[config.mk]
export PLATFORM = sky130hd
export DESIGN_NAME = maxmin_reduce
export DESIGN_NICKNAME = d
export VERILOG_FILES = /design/src/rtl/gcd_pkg.sv /design/src/rtl/maxmin_reduce_better_cmp.sv /design/src/rtl/maxmin_reduce.sv
export SDC_FILE = /design/constraint.sdc
export NUM_CORES = 1
export LEC_CHECK = 0
export CORE_MARGIN = 2
export CORE_UTILIZATION = 45
export DETAILED_ROUTE_END_ITERATION = 6
export PLACE_DENSITY = 0.86
export SYNTH_ARGS = -nofsm -noshare
export SYNTH_HDL_FRONTEND = slang
export SYNTH_HIERARCHICAL = 1
export SYNTH_SLANG_ARGS = --single-unit
[constraint.sdc]
create_clock -name clk -period 2.7 [get_ports clk]
set_clock_uncertainty 0.05 [all_clocks]
set_input_delay 0.405 -clock clk [delete_from_list [all_inputs] [get_ports clk]]
set_output_delay 0.405 -clock clk [all_outputs]
set_load 0.05 [all_outputs]
[src/rtl/gcd_pkg.sv]
// rtl/gcd_pkg.sv - shared types and constants for the max/min reduction block
//
// Purpose : FSM state encoding and mode constants used by maxmin_reduce and
//           better_cmp.
// Contents: state_e (IDLE, ACCUM, HOLD), MODE_MAX, MODE_MIN.
package gcd_pkg;

  typedef enum logic [1:0] {
    IDLE  = 2'd0,
    ACCUM = 2'd1,
    HOLD  = 2'd2
  } state_e;

  localparam logic MODE_MAX = 1'b0;
  localparam logic MODE_MIN = 1'b1;

endpackage

[src/rtl/maxmin_reduce_better_cmp.sv]
// rtl/maxmin_reduce_better_cmp.sv - strict-better comparator for the reduction
//
// Purpose : combinational test of whether a candidate element strictly beats
//           the current best under the selected mode.
// Ports   : cand_i   [N:0]  candidate element
//           best_i   [N:0]  current best element
//           mode_i          MODE_MAX or MODE_MIN
//           better_o        candidate is strictly greater (max) / less (min)
module better_cmp
  import gcd_pkg::*;
#(
  parameter int N      = 4,
  parameter int SIGNED = 0
) (
  input  logic [N:0] cand_i,
  input  logic [N:0] best_i,
  input  logic       mode_i,
  output logic       better_o
);

  // Flipping the sign bit maps two's-complement order onto unsigned order,
  // so one unsigned comparator serves both interpretations.
  localparam logic [N:0] BIAS = (SIGNED != 0) ? ~({(N+1){1'b1}} >> 1) : '0;

  logic [N:0] cand_k;
  logic [N:0] best_k;

  assign cand_k = cand_i ^ BIAS;
  assign best_k = best_i ^ BIAS;

  // Strict comparison: ties keep the earlier element.
  assign better_o = (mode_i == MODE_MIN) ? (cand_k < best_k) : (cand_k > best_k);

endmodule

[src/rtl/maxmin_reduce.sv]
// rtl/maxmin_reduce.sv - streaming frame max/min reduction with index and count
//
// Purpose : consumes a frame of elements (terminated by in_last) and returns
//           the winning element, its zero-based position, the saturating
//           element count and an overflow flag.
// Ports   : clk, rst_n                 clock, async active-low reset
//           in_valid/in_ready          element handshake
//           in_data [N:0], in_last     element and end-of-frame marker
//           mode                       0 = max, 1 = min (taken from first element)
//           out_valid/out_ready        result handshake
//           out_value [N:0]            winning element
//           out_index [IDX_W-1:0]      position of winner (saturating)
//           out_count [IDX_W-1:0]      elements in frame (saturating)
//           out_ovf                    frame exceeded 2^IDX_W-1 elements
module maxmin_reduce
  import gcd_pkg::*;
#(
  parameter int N      = 4,
  parameter int IDX_W  = 4,
  parameter int SIGNED = 0
) (
  input  logic             clk,
  input  logic             rst_n,
  input  logic             in_valid,
  output logic             in_ready,
  input  logic [N:0]       in_data,
  input  logic             in_last,
  input  logic             mode,
  output logic             out_valid,
  input  logic             out_ready,
  output logic [N:0]       out_value,
  output logic [IDX_W-1:0] out_index,
  output logic [IDX_W-1:0] out_count,
  output logic             out_ovf
);

  localparam logic [IDX_W-1:0] POS_MAX = '1;

  state_e           state_q, state_d;
  logic [N:0]       best_q, best_d;
  logic [IDX_W-1:0] idx_q, idx_d;
  logic [IDX_W-1:0] pos_q, pos_d;
  logic             ovf_q, ovf_d;
  logic             mode_q, mode_d;
  logic             better;

  better_cmp #(
    .N      (N),
    .SIGNED (SIGNED)
  ) u_cmp (
    .cand_i   (in_data),
    .best_i   (best_q),
    .mode_i   (mode_q),
    .better_o (better)
  );

  assign in_ready  = (state_q != HOLD);
  assign out_valid = (state_q == HOLD);

  // pos_q counts accepted elements, so before incrementing it is also the
  // zero-based position of the element currently being accepted.
  always_comb begin
    state_d = state_q;
    best_d  = best_q;
    idx_d   = idx_q;
    pos_d   = pos_q;
    ovf_d   = ovf_q;
    mode_d  = mode_q;
    case (state_q)
      IDLE: begin
        if (in_valid) begin
          best_d  = in_data;
          idx_d   = '0;
          pos_d   = IDX_W'(1);
          mode_d  = mode;
          ovf_d   = 1'b0;
          state_d = in_last ? HOLD : ACCUM;
        end
      end
      ACCUM: begin
        if (in_valid) begin
          if (better) begin
            best_d = in_data;
            idx_d  = pos_q;
          end
          if (pos_q == POS_MAX) begin
            ovf_d = 1'b1;
          end else begin
            pos_d = pos_q + IDX_W'(1);
          end
          if (in_last) begin
            state_d = HOLD;
          end
        end
      end
      HOLD: begin
        if (out_ready) begin
          state_d = IDLE;
        end
      end
      default: state_d = IDLE;
    endcase
  end

  always_ff @(posedge clk or negedge rst_n) begin
    if (!rst_n) begin
      state_q <= IDLE;
      best_q  <= '0;
      idx_q   <= '0;
      pos_q   <= '0;
      ovf_q   <= 1'b0;
      mode_q  <= MODE_MAX;
    end else begin
      state_q <= state_d;
      best_q  <= best_d;
      idx_q   <= idx_d;
      pos_q   <= pos_d;
      ovf_q   <= ovf_d;
      mode_q  <= mode_d;
    end
  end

  assign out_value = best_q;
  assign out_index = idx_q;
  assign out_count = pos_q;
  assign out_ovf   = ovf_q;

endmodule

==> flow_summary.toml <==
[global_route]
grt_pass1_vias = 770
grt_max_degree = 18
globalRouteOverflowTotal = 0
grt_pass1_wl_um = 3350
grt_usage_pct = 18.4
antenna_found_initial = 0

[synthesis]
yosysWarningCount = 6
synth_seq_cells = 17
synth_area_per_cell_um2 = 10.5
synth_area_um2 = 916
syn_inst = 87
synth_top_area_share_pct = 46.4
synth-seq-area-share_pct = 46.4
synth.distinct_cells = 24
synthTopCellsByArea = "dfrtp_1 (46%), ha_1 (8.2%), mux2_2 (7.4%)"
synth_top_area_cell = "dfrtp_1"
syn_nets = 104

[die]
start_util_pct = 47.2
die_h_um = 49.1
dieArea_um2 = 2410
io_pins = 27
die_w_um = 49.1
core-area_um2 = 1940
rows = 16

[worst_setup_path]
required_ns = 2.25
critPathLaunchType = "register"
arrival_ns = 1.87
crit_path_end_kind = "output port"
path_max_fanout = 12
reg2reg_from = "out_value[4]$_DFFE_PN0P_"
ff2ff_setup_slack_ns = 0.56
worstSetupPathType = "register to output port"
r2r_cells = 8
timing.rr.end = "out_value[1]$_DFFE_PN0P_"

[clock_network]
cts_max_path_buffers = 2
postCtsSetupRepairBufs = 0
htree_num_levels = 1
clkLatencyLatePin_ns = 0.28
cts_hold_buf = 0
cts.clk_slew.worst_paths_ns = 0.10
ctsResizeCount = 0
tritoncts = "done"
numCtsBuffers = 3
clock_sinks = 17
root_buffer = "clkbuf_4"

[pwr]
p_per_area_nw_per_um2 = 857
ir_drop_mv = 0.519
leakagePower_nw = 0.548

[timing]
period_needed_ns = 2.33
max_freq_mhz = 430
tightest_slew_ns = 0.763
fin_crit_sh_pct = 86.2
holdWs_ns = 0.449
setup_viol = 0
max_slew_margin_pct = 48.9
finalMaxSlewViolations = 0
hold_viol_final = 0
fin_setup_tns_ns = 0
rsz0062_at_grt = "false"

[routing]
drt-vias-per-instance = 5.03
ant_nets = 0
drc = 0
routed_wl_um = 1830
drt-initial-drc-count = 3
drt_pass1_iterations = 4
vias = 725
routedWlPerCell_um = 12.7

[placed_design]
port_buffers = 26
dp_hpwl_um = 1480
gp_congestion = 0.718

[min_path]
hp-start = "out_ovf$_DFFE_PN0P_"
min_to = "out_ovf$_DFFE_PN0P_"
hold_class = "register to register"
whs_path_depth = 1

[run]
cap_violations = 0

[layout]
final_layout_size_suffix_gt1_share_pct = 12.8
syn_to_final_growth_pct = 35.2
num_antenna_cells = 0
nets = 135

[run_status]
outcome = "finished, final reports clean"
[report_power, final]
group | internal [W] | switching (W) | leakage [nW]
clock | 0.0000572 | 0.0000743 | 0.0150
combinational | 0.000215 | 0.000338 | 0.319
sequential | 0.000314 | 0.0000626 | 0.214
total | 0.000587 | 0.000475 | 0.548
[worst max-delay path, stage by stage, from the launching register on]
cell             delay [ns]
dfrtp_1                0.59
nor2b_1                0.11
inv_1                  0.08
clkdlybuf4s50_1        0.80
[final cells by class]
class,instances,area (um2)
fillers,175,703
multi-input cells,56,437
flip-flops and latches,17,425
repair buffers,27,268
inverters,13,48.8
well taps,27,33.8
clock buffers,4,26.3
[worst max path at each step]
stage	start	endpoint	slack, ns	depth (start not counted)
after floorplan	out_value[4]$_DFFE_PN0P_	out_value[0]$_DFFE_PN0P_	0.30	8
after global placement	in_data[4]	out_value[2]$_DFFE_PN0P_	0.21	8
after detailed placement	in_data[4]	out_value[1]$_DFFE_PN0P_	0.1	8
after CTS	state_q[0]$_DFFE_PN0P_	in_ready	0.35	3
after global routing	state_q[0]$_DFFE_PN0P_	in_ready	0.24	3
final	state_q[0]$_DFFE_PN0P_	in_ready	0.37	3
[layer usage]
metal / GRT usage (%) / share of wire, % / vias to the layer above / wire length, um
met4: 7.14 / 0.44 / 0 / 8
li1: - / - / 355 / -
met5: 0 / 0 / - / 0
met3: 5.83 / 6.9 / 2 / 127
met2: 33.1 / 52 / 22 / 958
met1: 19.8 / 40 / 346 / 735
[logic make-up after synthesis]
family	after synthesis	synth area share (%)
AO/OA/AOI/OAI	15	12.4
AND/OR/NAND/NOR	24	14.2
flip-flops	17	46.4
adder cells (fa/ha/maj)	6	8.20
multiplexers	11	12.8
buffers and inverters	14	5.87
[Yosys cell counts (all sizes together)]
cell and count:
o22ai 1, nand3 2, nor2 4, mux2i 5
o221a 1, buf 1, inv 13, nor2b 2
a2bb2oi 1, o22a 1, and2b 1, o221ai 1
mux2 6, o211ai 1, nand2b 3, nand4 3
dfrtp 17, a21oi 5, ha 6, nand2 9
o21ai 4
[layout by cell type, fill, tap and decap left out]
master / instances
clkdlybuf4s50_1: 26
dfrtp_1: 17
inv_1: 13
nand2_1: 9
mux2_2: 6
ha_1: 6
mux2i_1: 5
o21ai_0: 4
a21oi_1: 4
nor2_1: 4
clkbuf_4: 3
nor2b_1: 2
nand3_1: 2
nand4_1: 2
nand2b_1: 2
nand2b_4: 1
a21oi_4: 1
and2b_1: 1
o211ai_1: 1
o221a_2: 1
o22ai_1: 1
a2bb2oi_1: 1
o22a_1: 1
clkbuf_1: 1
buf_4: 1
nand4_2: 1
o221ai_2: 1
[sequential cells by signal, summed over array words and instances (netlist names)]
name       flops
out_count      4
out_index      4
out_value      5
mode_q         1
out_ovf        1
state_q        2
[stage by stage]
| step | cells | worst slack [ns] | power [W] | util (%) | cell area (um2) |
|---|---|---|---|---|---|
| finish | 144 | 0.373 | 0.00106 | 63.8 | 1240 |
| floorplan | 87 | 0.303 | 0.000754 | - | 916 |
| detailed placement | 140 | 0.0952 | 0.000940 | 62.4 | 1210 |
| CTS | 144 | 0.354 | 0.00107 | 63.8 | 1240 |
| global route | 144 | 0.244 | 0.00113 | 63.8 | 1240 |
| global placement | 140 | 0.214 | 0.000917 | 62.4 | 1210 |
(Power assumes the default switching activity.)
